### config.mk
export PLATFORM = sky130hd
export DESIGN_NAME = instr_sequencer
export DESIGN_NICKNAME = d
export VERILOG_FILES = /design/src/rtl/instr_sequencer.sv
export SDC_FILE = /design/constraint.sdc
export NUM_CORES = 1
export LEC_CHECK = 0
export ABC_AREA = 1
export CORE_UTILIZATION = 54
export CTS_BUF_LIST = sky130_fd_sc_hd__clkbuf_8
export DETAILED_ROUTE_END_ITERATION = 12
export PLACE_DENSITY = 0.7
export SLEW_MARGIN = 20
export SYNTH_ARGS = -nofsm -noshare
export SYNTH_HDL_FRONTEND = slang
export SYNTH_SLANG_ARGS = --single-unit
export TNS_END_PERCENT = 1
### constraint.sdc
create_clock -name clk -period 9.7 [get_ports clk]
set_input_delay 0.97 -clock clk [delete_from_list [all_inputs] [get_ports clk]]
set_output_delay 0.97 -clock clk [all_outputs]
set_load 0.01 [all_outputs]
### src/rtl/instr_sequencer.sv
// Instruction sequencer: holds a small program buffer and replays it to a
// processor, inserting NOP bubbles after every issued word. Supports
// run-once, looping and single-step execution with an abort input.
module instr_sequencer #(
  parameter int              IW       = 32,
  parameter int              DEPTH    = 16,
  parameter int              NOP_GAP  = 4,
  parameter logic [IW-1:0]   NOP_WORD = '0,
  localparam int             AW       = $clog2(DEPTH)
) (
  input  logic          clk,
  input  logic          reset,
  input  logic          load_valid,
  input  logic [IW-1:0] load_data,
  output logic          load_ready,
  input  logic          clear,
  input  logic [1:0]    mode,
  input  logic          start,
  input  logic          step,
  input  logic          stop,
  output logic [IW-1:0] Instruction,
  output logic          instr_valid,
  output logic [AW-1:0] issue_pc,
  output logic [AW:0]   count,
  output logic          busy,
  output logic          done
);

  typedef enum logic [1:0] {
    IDLE      = 2'b00,
    ISSUE     = 2'b01,
    GAP       = 2'b10,
    WAIT_STEP = 2'b11
  } state_t;

  localparam logic [1:0] MODE_ONCE = 2'b00;
  localparam logic [1:0] MODE_LOOP = 2'b01;
  localparam logic [1:0] MODE_STEP = 2'b10;

  // Gap counter runs 0..NOP_GAP-1; one bit minimum keeps it legal when unused.
  localparam int             GW       = (NOP_GAP > 1) ? $clog2(NOP_GAP) : 1;
  localparam logic [GW-1:0]  GAP_LAST = GW'((NOP_GAP > 0) ? NOP_GAP - 1 : 0);
  localparam logic [AW:0]    CNT_ONE  = (AW + 1)'(1);
  localparam logic [AW:0]    CNT_FULL = (AW + 1)'(DEPTH);
  localparam logic [AW-1:0]  PTR_ONE  = AW'(1);
  localparam logic [GW-1:0]  GAP_ONE  = GW'(1);

  state_t          state_q, state_d;
  logic [AW-1:0]   ptr_q, ptr_d;
  logic [GW-1:0]   gap_q, gap_d;
  logic [1:0]      mode_q, mode_d;
  logic [AW:0]     count_q, count_d;
  logic            done_q, done_d;
  logic [IW-1:0]   instr_q, instr_d;
  logic            valid_q, valid_d;
  logic            busy_q, busy_d;
  logic            endOfGap;
  logic            lastWord;
  logic [IW-1:0]   mem_q [DEPTH];

  // The pointer sits on the final program word when it equals count-1.
  assign lastWord   = ({1'b0, ptr_q} == (count_q - CNT_ONE));
  assign load_ready = (state_q == IDLE) && (count_q < CNT_FULL) && !start && !clear;

  assign Instruction = instr_q;
  assign instr_valid = valid_q;
  assign issue_pc    = ptr_q;
  assign count       = count_q;
  assign busy        = busy_q;
  assign done        = done_q;

  // Program buffer write port; contents survive reset on purpose.
  always_ff @(posedge clk) begin
    if (!reset && load_valid && load_ready) begin
      mem_q[count_q[AW-1:0]] <= load_data;
    end
  end

  // State and registered outputs, all forced to idle values by reset.
  always_ff @(posedge clk) begin
    if (reset) begin
      state_q <= IDLE;
      ptr_q   <= '0;
      gap_q   <= '0;
      mode_q  <= MODE_ONCE;
      count_q <= '0;
      done_q  <= 1'b0;
      instr_q <= NOP_WORD;
      valid_q <= 1'b0;
      busy_q  <= 1'b0;
    end else begin
      state_q <= state_d;
      ptr_q   <= ptr_d;
      gap_q   <= gap_d;
      mode_q  <= mode_d;
      count_q <= count_d;
      done_q  <= done_d;
      instr_q <= instr_d;
      valid_q <= valid_d;
      busy_q  <= busy_d;
    end
  end

  // Next-state logic: loading/clear/start in IDLE, stop beats everything
  // while running, and the end of each bubble decides where to go next.
  always_comb begin
    state_d  = state_q;
    ptr_d    = ptr_q;
    gap_d    = gap_q;
    mode_d   = mode_q;
    count_d  = count_q;
    done_d   = 1'b0;
    endOfGap = 1'b0;
    if (state_q == IDLE) begin
      if (clear) begin
        count_d = '0;
      end else if (start) begin
        if (count_q != '0) begin
          mode_d  = (mode == 2'b11) ? MODE_ONCE : mode;
          ptr_d   = '0;
          gap_d   = '0;
          state_d = ISSUE;
        end else begin
          done_d = 1'b1;
        end
      end else if (load_valid && load_ready) begin
        count_d = count_q + CNT_ONE;
      end
    end else if (stop) begin
      state_d = IDLE;
    end else begin
      case (state_q)
        ISSUE: begin
          if (NOP_GAP == 0) begin
            endOfGap = 1'b1;
          end else begin
            state_d = GAP;
            gap_d   = '0;
          end
        end
        GAP: begin
          if (gap_q == GAP_LAST) begin
            endOfGap = 1'b1;
          end else begin
            gap_d = gap_q + GAP_ONE;
          end
        end
        WAIT_STEP: begin
          if (step) begin
            if (lastWord) begin
              state_d = IDLE;
              done_d  = 1'b1;
            end else begin
              state_d = ISSUE;
              ptr_d   = ptr_q + PTR_ONE;
            end
          end
        end
        default: state_d = IDLE;
      endcase
      if (endOfGap) begin
        if (mode_q == MODE_STEP) begin
          state_d = WAIT_STEP;
        end else if (!lastWord) begin
          state_d = ISSUE;
          ptr_d   = ptr_q + PTR_ONE;
        end else if (mode_q == MODE_LOOP) begin
          state_d = ISSUE;
          ptr_d   = '0;
        end else begin
          state_d = IDLE;
          done_d  = 1'b1;
        end
      end
    end
  end

  // Output decode from the upcoming state so the registered word lines up
  // with the cycle the FSM spends in ISSUE.
  always_comb begin
    instr_d = NOP_WORD;
    valid_d = 1'b0;
    busy_d  = (state_d != IDLE);
    if (state_d == ISSUE) begin
      instr_d = mem_q[ptr_d];
      valid_d = 1'b1;
    end
  end

endmodule

* Word-level counts from Yosys, hierarchy flattened
Memories as Yosys holds them, arrays and structs flattened. A register that Yosys moved wholly into a read port is not among the register bits.
Index checks and enable logic that the tools add are counted.
** Operators by class
- $add $sub $neg :: 4
- $lt $le $gt $ge :: 1
- Equality and inequality tests :: 15
- Multiplexer cells :: 54
- Bitwise logic cells :: 2
- Reductions and logical operators :: 18
** Operators by type and width (count)
- $mux 4 :: 12
- $mux 2 :: 15
- $mux 1 :: 22
- $mux 5 :: 3
- $eq 2x2->1 const B :: 5
- $eq 2x1->1 const B :: 3
- $logic_and 1x1->1 :: 6
- $ne 2x2->1 const B :: 3
- $pmux 2 s3 :: 1
- $reduce_and 6->1 :: 1
- $add 5x1->5 const B :: 1
- $eq 4x5->1 :: 1
- $lt 5x5->1 const B :: 1
- $reduce_bool 5->1 :: 1
- $sub 5x1->5 const B :: 1
- $add 4x1->4 const B :: 1
- $ne 2x1->1 const B :: 2
- $pmux 2 s2 :: 1
- $reduce_and 4->1 :: 1
- $reduce_bool 2->1 :: 2
- $logic_not 1->1 :: 3
- $ne 3x3->1 const B :: 1
- $reduce_and 3->1 :: 1
- $reduce_bool 3->1 :: 1
- 4 further kinds :: 5
** Storage, ports and cells
- Flip-flop bits (word level) :: 18
- Bits in writable memories :: 512
- Memories kept :: 1
** Memories
- mem_q :: depth 16, bits a word 32, read ports 1, clocked after memory_dff 1, write ports 1, line 59 : logic [IW-1:0] mem_q [DEPTH];

* Logic depth before layout (Yosys ltp)
- Depth after elaboration :: 11
- Gate-level depth with buffers :: 22

* Worst setup path after synthesis
Ideal clock, no wire load.
- Path kind :: input-to-reg
- Start :: input port start
- End :: memory mem_q[0][0] (enable)
- Library setup time :: 0.421 ns
- Data arrival time :: 3.417 ns
- Required time :: 9.279 ns
- Slack :: 5.862 ns
- Stages :: 5
- Path buffers :: 0
- Path through :: nor4_1 > nand2_1 > nor2_1 > nand2_1 > nor2_1
** On the way
- Cells in the longest elaborated chain, start to end :: 6
** Ends and longest elaborated chain
- start, declared :: line 18 : input logic start,
- $logic_not 1->1 :: line 63 : assign load_ready = (state_q == IDLE) && (count_q < CNT_FULL) && !start && !clear;
- $logic_and 1x1->1 (2 in series) :: line 63
- $logic_and 1x1->1 :: line 74 : if (!reset && load_valid && load_ready) begin
- $mux 1 :: line 74
- $mux 1 (implied by the code) :: line 75 : mem_q[count_q[AW-1:0]] <= load_data;
- end, declared :: line 59
No other way between the ends.

* Worst setup path in the final report
- Start :: register count_q[0] (netlist: count[0])
- End :: register instr_q[31] (netlist: Instruction[31]) (read register of mem_q)
** On the way
- Cells in the longest elaborated chain, start to end :: 11
- Elaborated cells on any way between the ends :: 29
** Ends and longest elaborated chain
- start, declared :: line 52 : logic [AW:0] count_q, count_d;
- start signal, assigned :: line 96 : count_q <= count_d;
- $sub 5x1->5 :: line 62 : assign lastWord = ({1'b0, ptr_q} == (count_q - CNT_ONE));
- $eq 4x5->1 :: line 62
- $mux 1 or $mux 4 (tied branches) :: line 150 : if (lastWord) begin
- $mux 2 or $mux 4 (tied branches) :: line 149 : if (step) begin
- $pmux 2 s3 or $mux 4 (tied branches) :: line 132 : case (state_q)
- $mux 2 or $mux 4 (tied branches) :: line 161, 167
- $mux 2 or $mux 4 (tied branches) :: line 129, 164
- $mux 2 or $mux 4 (tied branches) :: line 114, 162
- $eq 2x1->1 or $mux 4 (tied branches) :: line 184, 161
- $not 1->1 (no source line) or $mux 4 (tied branches)
- $reduce_or 2->1 (no source line) or $mux 4 (tied branches)
- end, declared :: line 54 : logic [IW-1:0] instr_q, instr_d;
Parallel ways exist; a longest one is shown, timed or not.
A chain may end at the register's enable or synchronous reset.

==> impl_results.md <==
* Min Tclk post-route at around 4.5 ns
* Int Pwr at between 0.003 and 0.004 W
* Skew final at between 0.02 and 0.03 ns
* H-tree depth at 3
* Final setup viols at 0
* TritonCTS clock tree: built
* Critical Path End: Instruction[31]$_SDFF_PP0_
* Post-Syn Nets at about 2200
* Relative slew margins at 0.290
* Hold slack final at ~0.47 ns
* Peak supply drop at ~0.13 mV
* Overall Power at around 0.0046 W
* Remaining DRCs at 0
* Worst-skew pair later-pin latency at about 0.65 ns
* Final Instance Area at between 20000 and 30000 µm²
* Via count at approximately 16000
* Synth top cells by count: 825 x nand2_1, 512 x edfxtp_1, 460 x nand3_1
* Port Buffers at 85
* Die area at between 40000 and 50000 µm²
* Fraction of layout cells with a size suffix above 1 at 0.0787
* Initial Util at 0.553
* Hold-fix buffer count after cts at 0
* Number of I/O pins at 86
* Crit start category: flop
* CTS root buffer: clkbuf_8
* Post-layout util at 0.621
* Number of synthesized register bits at 562
* Crit. End Element: flop
* Reg2reg start: count[0]$_SDFFE_PP0P_
* N_diodes at 0
* Max Freq at ~220 MHz
* Register area share after synthesis at 0.699
* Slew at the pin closest to its max-slew limit at between 1 and 1.5 ns
* Total CTS buffers at between 80 and 90
* Clock buffer depth at 3
* Lkg Pwr at between 10 and 15 nW
* Hold Crit Start: gap_q[1]$_SDFFE_PP0P_
* Largest net degree at the start of global routing at roughly 190
* Final ANT Viol Nets at 0
* Nets@finish at 2275
* Row count at between 70 and 80
* Vias/cell at ~5.6
* Power per cell area at between 150 and 200 nW/µm²
* Die W at approximately 210 µm
* Sw frac at 0.206
* Initial antenna violation count at 1
* Core Area at 42400 µm²
* DRT iter0 DRCs at approximately 1600
* Outcome: finished, final reports clean
* Reg2reg end: Instruction[31]$_SDFF_PP0_
* Count leader, synth: nand2_1
* Syn avg cell area at roughly 11 µm²
* Setup Fix Bufs, Post-CTS at 0
* Crit path arrival time at 4.98 ns
* RD Place Congestion at a little under 0.9
* Placed cell areas at 24600 µm²
* Top FF cell, synth: edfxtp_1
* Ys async rst share at 0
* Mapped Cells at around 2200
* TNS Setup at 0 ns
* RSZ-0062 raised after global routing: false
* Gate power share at 0.017
* DRT Pass-1 Iters at 7
* Worst-path clk slew at around 0.060 ns
* Crit path launch: count[0]$_SDFFE_PP0P_
* Top-area cell type share of the netlist area at 0.656
* FF+latch area at approximately 16000 µm²
* EDFF count, synth at 512
* CP Max Fanout at 184
* R2R depth at 17
* Gr ovfl total at 0
* First-pass GRT wire length at approximately 87000 µm
* Min-delay worst type: reg2reg
* Hpwl dp at about 27000 µm
* Fill cells at 3434
* Fin crit share at 0.459
* Cts repair resizes at 0
* Synth area leaders: edfxtp_1 66%, nand2_1 13%, nand3_1 9.8%
* GR Util All Layers at 0.264
* Post-synth cell types at 28
* Max-Cap Viols at 0
* Synth Warn # at 0
* Flop2flop setup slack at ~5.2 ns
* WL/cell at roughly 20 µm
* Pins Over Slew Limit at 0
* Clk sink count at roughly 560
* Sw Pwr at 0.000954 W
* Hold Vio Cnt, Final at 0
* Largest area contributor in the netlist: edfxtp_1
* Mapped Area at around 23000 µm²
* Clock Power Share at 0.410
* Chip height at between 200 and 250 µm
* Sequential power share at 0.572
* Post-Route WL at around 57000 µm
* Vias in the first global route at 15200
* Multi-input logic area at between 6000 and 7000 µm²
* Worst Path Required at between 10 and 15 ns
* CP Class: reg2reg
* Area grow syn2layout at 12.4%
-- final cells by class --
cell class	instances	area share
sequential	562	0.621
multi-input combinational	1419	0.239
clock buffer	97	0.0507
timing repair buffer	116	0.0423
tap	577	0.0274
clock inverter	65	0.0132
inverter	40	0.00570
-- power groups by stage --
stage / Clock [W] / Combinational [W] / Sequential (W)
after floorplan: 0 / 0.0000240 / 0.00270
after global placement: 0 / 0.0000765 / 0.00270
after detailed placement: 0 / 0.0000789 / 0.00270
after CTS: 0.00193 / 0.0000793 / 0.00265
after global routing: 0.00203 / 0.0000872 / 0.00265
final: 0.00190 / 0.0000795 / 0.00265
-- critical path, stage by stage, from the launching register on --
cell	delay, ns
dfxtp_1	0.49
inv_1	0.20
ha_1	0.37
nor2_1	0.11
nor2_1	0.05
nand3_1	0.12
nor2_4	0.06
nand2_4	0.11
nand2_1	0.09
a21boi_4	0.23
buf_4	0.69
buf_12	0.67
nand3_1	0.14
nand2_1	0.11
nand2_1	0.06
nand3_1	0.14
nand3_1	0.08
a21oi_1	0.36
-- cell usage in the layout (no fill, tap or decap), types with 4 or more instances in the layout --
cell / Yosys / final
nand2_1: 825 / 822
edfxtp_1: 512 / 512
nand3_1: 460 / 460
clkbuf_8: 0 / 97
clkdlybuf4s50_1: 0 / 85
inv_1: 37 / 68
dfxtp_1: 50 / 50
a21oi_1: 47 / 46
nor2_1: 47 / 31
buf_4: 14 / 29
nor2_4: 2 / 18
clkinv_1: 0 / 16
clkinv_2: 0 / 11
o21ai_0: 7 / 7
ha_1: 7 / 7
nor3_1: 5 / 5
inv_2: 3 / 4
nand2_2: 4 / 4
-- how the worst min path moves through the flow --
stage / endpoint / slack (ns) / cells after the start
final: gap_q[1]$_SDFFE_PP0P_ / 0.47 / 2
after global routing: gap_q[1]$_SDFFE_PP0P_ / 0.50 / 2
after CTS: gap_q[1]$_SDFFE_PP0P_ / 0.47 / 2
after detailed placement: gap_q[1]$_SDFFE_PP0P_ / 0.47 / 2
after global placement: mode_q[0]$_SDFFE_PP0P_ / 0.46 / 2
after floorplan: mode_q[0]$_SDFFE_PP0P_ / 0.44 / 2
-- state kept, by name, indices dropped and copies added, names as in the netlist --
signal and count:
mem_q 512, Instruction 32, count 5, issue_pc 4, gap_q 2, mode_q 2, state_q 2, busy 1
done 1, instr_valid 1
-- cells by family after synthesis --
group                      share of synthesized area
xor gates and xnor gates                    0.000747
AOI/OAI and AO/OA                             0.0140
adders and majority gates                    0.00374
DFF                                            0.699
and+or+nand+nor                                0.243
buffers and inverters                         0.0400
-- metrics by stage --
stage | instances | setup slack (ns)
after CTS | 2875 | 4.74
after floorplan | 2160 | 5.86
after global routing | 2876 | 4.87
after global placement | 2713 | 4.63
after detailed placement | 2713 | 4.53
final | 2876 | 5.25
-- metal layers --
metal | vias up | wire length [µm] | global-route usage
met1 | 7691 | 23600 | 0.357
met2 | 701 | 27600 | 0.432
met5 | - | 14 | 0
li1 | 7579 | - | -
met4 | 2 | 1450 | 0.0961
met3 | 123 | 4750 | 0.0437
Power figures use the tool's default switching activity.
